<file path="config.mk">
export PLATFORM = sky130hd
export DESIGN_NAME = id_ex_stage
export DESIGN_NICKNAME = d
export VERILOG_FILES = /design/src/rtl/id_ex_stage.sv
export SDC_FILE = /design/constraint.sdc
export NUM_CORES = 1
export LEC_CHECK = 0
export ABC_AREA = 1
export CAP_MARGIN = 25
export CORE_MARGIN = 2
export CORE_UTILIZATION = 40
export DETAILED_ROUTE_END_ITERATION = 8
export PLACE_DENSITY = 0.84
export SLEW_MARGIN = 20
export SYNTH_ARGS = -nofsm -noshare
export SYNTH_HDL_FRONTEND = slang
export SYNTH_SLANG_ARGS = --single-unit
</file>
<file path="constraint.sdc">
create_clock -name clk -period 4.8 [get_ports clk]
set_clock_uncertainty 0.15 [all_clocks]
set_input_delay 0.48 -clock clk [delete_from_list [all_inputs] [get_ports clk]]
set_output_delay 0.48 -clock clk [all_outputs]
set_load 0.01 [all_outputs]
</file>
<file path="src/rtl/id_ex_stage.sv">
// ID/EX pipeline register with ALU-control decode, operand forwarding
// and load-use hazard detection for the MIPS-Lite pipeline.
module id_ex_stage (
    input  logic        clk,
    input  logic        rst,
    input  logic        id_valid,
    input  logic [31:0] id_pc4,
    input  logic [31:0] id_rs_data,
    input  logic [31:0] id_rt_data,
    input  logic [31:0] id_imm,
    input  logic [4:0]  id_rs,
    input  logic [4:0]  id_rt,
    input  logic [4:0]  id_rd,
    input  logic [4:0]  id_shamt,
    input  logic [5:0]  id_funct,
    input  logic [1:0]  id_aluop,
    input  logic        id_alusrc,
    input  logic        id_regdst,
    input  logic        id_regwrite,
    input  logic        id_memread,
    input  logic        id_memwrite,
    input  logic        id_memtoreg,
    input  logic        id_branch,
    input  logic        flush,
    input  logic        stall,
    input  logic        exm_regwrite,
    input  logic [4:0]  exm_rd,
    input  logic [31:0] exm_result,
    input  logic        mwb_regwrite,
    input  logic [4:0]  mwb_rd,
    input  logic [31:0] mwb_data,
    output logic [2:0]  alu_ctl,
    output logic [31:0] alu_a,
    output logic [31:0] alu_b,
    output logic [4:0]  alu_shamt,
    output logic [31:0] ex_store_data,
    output logic [4:0]  ex_wreg,
    output logic [31:0] ex_pc4,
    output logic [31:0] ex_imm,
    output logic        ex_valid,
    output logic        ex_regwrite,
    output logic        ex_memread,
    output logic        ex_memwrite,
    output logic        ex_memtoreg,
    output logic        ex_branch,
    output logic        load_use_stall
);

    typedef struct packed {
        logic        valid;
        logic [31:0] pc4;
        logic [31:0] rs_data;
        logic [31:0] rt_data;
        logic [31:0] imm;
        logic [4:0]  rs;
        logic [4:0]  rt;
        logic [4:0]  rd;
        logic [4:0]  shamt;
        logic [5:0]  funct;
        logic [1:0]  aluop;
        logic        alusrc;
        logic        regdst;
        logic        regwrite;
        logic        memread;
        logic        memwrite;
        logic        memtoreg;
        logic        branch;
    } id_ex_t;

    id_ex_t stage_q, stage_d, id_in;
    logic [31:0] fwd_rs, fwd_rt;

    always_comb begin
        id_in          = '0;
        id_in.valid    = id_valid;
        id_in.pc4      = id_pc4;
        id_in.rs_data  = id_rs_data;
        id_in.rt_data  = id_rt_data;
        id_in.imm      = id_imm;
        id_in.rs       = id_rs;
        id_in.rt       = id_rt;
        id_in.rd       = id_rd;
        id_in.shamt    = id_shamt;
        id_in.funct    = id_funct;
        id_in.aluop    = id_aluop;
        id_in.alusrc   = id_alusrc;
        id_in.regdst   = id_regdst;
        id_in.regwrite = id_regwrite;
        id_in.memread  = id_memread;
        id_in.memwrite = id_memwrite;
        id_in.memtoreg = id_memtoreg;
        id_in.branch   = id_branch;
    end

    // Gated by flush/stall, which outrank the load-use bubble anyway
    assign load_use_stall = stage_q.valid & stage_q.memread & id_valid
                          & (stage_q.rt != 5'd0)
                          & ((stage_q.rt == id_rs) | (stage_q.rt == id_rt))
                          & ~flush & ~stall;

    always_comb begin
        stage_d = id_in;
        if (flush)
            stage_d = '0;
        else if (stall)
            stage_d = stage_q;
        else if (load_use_stall)
            stage_d = '0;
    end

    always_ff @(posedge clk or posedge rst) begin
        if (rst)
            stage_q <= '0;
        else
            stage_q <= stage_d;
    end

    function automatic logic [31:0] fwd(
        input logic [4:0]  r,
        input logic [31:0] d,
        input logic        xw,
        input logic [4:0]  xr,
        input logic [31:0] xv,
        input logic        ww,
        input logic [4:0]  wr,
        input logic [31:0] wv
    );
        if (xw && xr != 5'd0 && xr == r)
            return xv;
        else if (ww && wr != 5'd0 && wr == r)
            return wv;
        else
            return d;
    endfunction

    always_comb begin
        fwd_rs = fwd(stage_q.rs, stage_q.rs_data,
                     exm_regwrite, exm_rd, exm_result,
                     mwb_regwrite, mwb_rd, mwb_data);
        fwd_rt = fwd(stage_q.rt, stage_q.rt_data,
                     exm_regwrite, exm_rd, exm_result,
                     mwb_regwrite, mwb_rd, mwb_data);
    end

    always_comb begin
        alu_ctl = 3'b010;
        case (stage_q.aluop)
            2'b01: alu_ctl = 3'b110;
            2'b10: begin
                case (stage_q.funct)
                    6'h20:   alu_ctl = 3'b010;
                    6'h22:   alu_ctl = 3'b110;
                    6'h24:   alu_ctl = 3'b000;
                    6'h25:   alu_ctl = 3'b001;
                    6'h2A:   alu_ctl = 3'b111;
                    6'h02:   alu_ctl = 3'b011;
                    default: alu_ctl = 3'b010;
                endcase
            end
            default: alu_ctl = 3'b010;
        endcase
    end

    assign alu_a         = fwd_rs;
    assign alu_b         = stage_q.alusrc ? stage_q.imm : fwd_rt;
    assign alu_shamt     = stage_q.shamt;
    assign ex_store_data = fwd_rt;
    assign ex_wreg       = stage_q.regdst ? stage_q.rd : stage_q.rt;
    assign ex_pc4        = stage_q.pc4;
    assign ex_imm        = stage_q.imm;
    assign ex_valid      = stage_q.valid;
    assign ex_regwrite   = stage_q.regwrite;
    assign ex_memread    = stage_q.memread;
    assign ex_memwrite   = stage_q.memwrite;
    assign ex_memtoreg   = stage_q.memtoreg;
    assign ex_branch     = stage_q.branch;

endmodule
</file>
==> metrics.md <==
| Metric | Value |
|---|---|
| Final nets | `around 1900` |
| Post-CTS Hold Buffers | `0` |
| Post-DR wirelength/cell | `just over 20 um` |
| RePlAce Congestion | `about 0.96` |
| Post-synthesis cell type count | `27` |
| Proportion of layout cells with a drive suffix above 1 | `0.0393` |
| Arrival time at the worst endpoint | `roughly 3.2 ns` |
| Iter 0 DRT Violations | `~1200` |
| CP Launch Point | `mwb_rd[2]` |
| Critical setup path kind | `in2out` |
| CTS root buf | `clkbuf_16` |
| Slowest cell delay on critical path | `around 0.58 ns` |
| Top delay family on crit path | `buffers and inverters` |
| Worst path bufs/invs | `4` |
| Synthesized cell area | `between 10000 and 15000 um2` |
| First-pass GRT wire length | `around 60000 um` |
| Syn Area/Cell | `7.24 um2` |
| Die Wd | `approximately 160 um` |
| H-tree depth | `4` |
| Clock Latency Late Sink | `about 0.43 ns` |
| Post-CTS sizing | `0` |
| Final hold viol count | `0` |
| Core area | `about 25000 um2` |
| PwrDens | `around 270 nW/um2` |
| Pre-CTS setup slack | `1.00 ns` |
| IR drop worst, VDD | `between 0.00015 and 0.0002 V` |
| Initial antenna violation count | `2` |
| Hold slack | `0.331 ns` |
| Slew @ Worst Pin | `roughly 0.94 ns` |
| DR vias/cell | `5.32` |
| Grt total ovfl | `0` |
| # IOs | `424` |
| Number of global-route vias before repair | `10600` |
| Worst Setup Slack, final | `between 0.9 and 1 ns` |
| P&R area growth vs syn | `43.9%` |
| Critical R2R Launch | `stage_q[29]` |
| GR Util All Layers | `0.305` |
| Slew Viols, Final | `0` |
| Final ANT Viol Nets | `0` |
| Slew margin rel. | `0.373` |
| # port buffers | `approximately 420` |
| # rows | `58` |
| Drt drc | `0` |
| Post-Route WL | `~41000 um` |
| Total die area | `26600 um2` |
| Syn nets | `around 1600` |
| Clock Path Buffers | `2` |
| CTS clock-pin slew for the worst setup and hold paths | `0.07 ns` |
| Required @ worst endpoint | `about 4.2 ns` |
| Leak | `around 7.1 nW` |
| Hold Path Class | `reg2reg` |
| Crit-path max FO | `33` |
| Max-Cap Viols | `0` |
| Final period util | `0.805` |
| CP dominant cell by count | `nand2_1` |
| YS warnings | `0` |
| TritonRoute pass-1 iters | `6` |
| CP startpoint kind | `input pin` |
| Slowest CP cell | `clkdlybuf4s50_1` |
| Cts bufs inserted | `17` |
| CTS tree | `built` |
| CP Capture Type | `primary output` |
| Hold_sp | `stage_q[108]` |
| Die Height | `163 um` |
| Highest achievable clock rate | `around 260 MHz` |
| Status | `finished clean` |
| # fillers | `about 2300` |
| Vias | `10800` |
| Setup_tns | `0 ns` |
| Total setup buffers inserted after CTS | `0` |
| Worst-path cell chain | `clkdlybuf4s50_1 -> nor2_1 -> nand3_1 -> nand2_1 -> nor3_4 -> buf_4 -> nand2_1 -> buf_4 -> nand2_1 -> nand3_1 -> nand2_1 -> clkdlybuf4s50_1` |
| Post-Syn Instances | `1398` |
| Clock period minus worst slack | `3.87 ns` |
| Unrepaired setup endpoints after global routing | `false` |
| Post-DP HPWL | `between 20000 and 30000 um` |
| Initial cell density of the core | `0.404` |
| Flops & latches, synth | `between 150 and 200` |
| Setup Viol. Count Final | `0` |
| CTS Sinks | `approximately 160` |
| Largest net degree at the start of global routing | `165` |
| Seq/Total Area, Yosys | `0.406` |
[registers in the layout, summed over array words and instances, names as in the netlist]
register	count
stage_q	89
ex_imm	32
ex_pc4	32
alu_shamt	5
ex_branch	1
ex_memread	1
ex_memtoreg	1
ex_memwrite	1
ex_regwrite	1
ex_valid	1
[report_power, final]
part | total, W | internal [W] | switching (W) | leakage [nW]
registers | 0.00152 | 0.00146 | 0.0000616 | 2.18
clock network | 0.00141 | 0.000710 | 0.000704 | 0.293
logic | 0.000932 | 0.000479 | 0.000453 | 4.60
total | 0.00386 | 0.00265 | 0.00122 | 7.07
[cell families after synthesis]
logic type | synth area share
DFF | 0.406
xor gates and xnor gates | 0.0216
buffers and inverters | 0.128
AOI/OAI and AO/OA | 0.00519
and+or+nand+nor | 0.437
adders and majority gates | 0.00247
[worst register-to-register path: stages, from the launching register on]
cell,delay [ns]
dfrtp_1,0.56
xor2_1,0.18
nor2_1,0.07
nand3_1,0.11
nand2_1,0.14
nand2_8,0.30
buf_4,0.57
nand3_1,0.34
nand2_1,0.13
[layout by cell type, fill, tap and decap left out, types with 5 or more instances in the layout]
master / count
nand2_1: 542
clkdlybuf4s50_1: 422
nand3_1: 300
dfrtp_1: 164
nand3b_1: 65
inv_1: 52
and2_1: 33
clkbuf_16: 17
buf_4: 17
xor2_1: 16
nor2_1: 15
xnor2_1: 9
o21ai_0: 6
clkinv_8: 6
nor2_4: 5
[stage by stage]
| step | std cells | util | cell area (um2) | power (W) |
|---|---|---|---|---|
| 2_1_floorplan | 1398 | - | 10100 | 0.00194 |
| 3_3_place_gp | 2002 | 0.556 | 13900 | 0.00246 |
| 3_5_place_dp | 2003 | 0.557 | 13900 | 0.00247 |
| 4_1_cts | 2035 | 0.581 | 14600 | 0.00388 |
| 5_1_grt | 2037 | 0.582 | 14600 | 0.00402 |
| 6_report | 2037 | 0.582 | 14600 | 0.00386 |
[path summary, 6_finish.rpt]
path                            slack (ns)  cells past startpoint            to
worst max-delay path                  0.93                     12      alu_a[0]
worst min-delay path                  0.33                      2  stage_q[108]
worst max register to register        2.19                      8   stage_q[85]
worst min register to register        0.33                      2  stage_q[108]
max in group asynchronous             3.27                      3    ex_imm[11]
min in group asynchronous             0.51                      3   ex_memwrite
[cell type report]
class | count | area, um2 | area share
inverters | 55 | 210 | 0.0144
multi-input cells | 1010 | 4760 | 0.327
repair buffers | 444 | 4460 | 0.306
diodes | 2 | 5.00 | 0.000344
well taps | 330 | 413 | 0.0284
flip-flops and latches | 164 | 4100 | 0.282
clock inverters | 15 | 185 | 0.0127
clock buffers | 17 | 425 | 0.0292
[layer usage]
layer | vias up | wire length [um] | track usage
met4 | 0 | 2210 | 0.160
li1 | 4989 | - | -
met5 | - | 0 | 0
met3 | 108 | 3690 | 0.0747
met1 | 5091 | 15300 | 0.359
met2 | 651 | 19900 | 0.516
[cell usage after synthesis]
library cell  instances  area (um2)
nor3_1                4        20.0
nand3b_1             65         488
a21oi_1               2        10.0
inv_1                53         199
o21ai_0               6        30.0
dfrtp_1             164        4100
buf_1                 6        22.5
clkbuf_1             42         158
o21ai_1               1        5.00
nor3_4                3        48.8
and2_1               33         206
inv_2                 2        7.51
nand2_1             542        2030
nand2_2               2        12.5
buf_4                71         533
nand3_1             300        1500
xor2_1               16         140
o211ai_1              1        7.51
nand4_1               3        18.8
xnor2_1               9        78.8
buf_2                30         150
ha_1                  2        25.0
or2_0                 1        6.26
nor2_2                1        6.26
nor2_4                1        11.3
nor2_1               18        67.6
buf_6                20         225
Power figures use the tool's default switching activity.
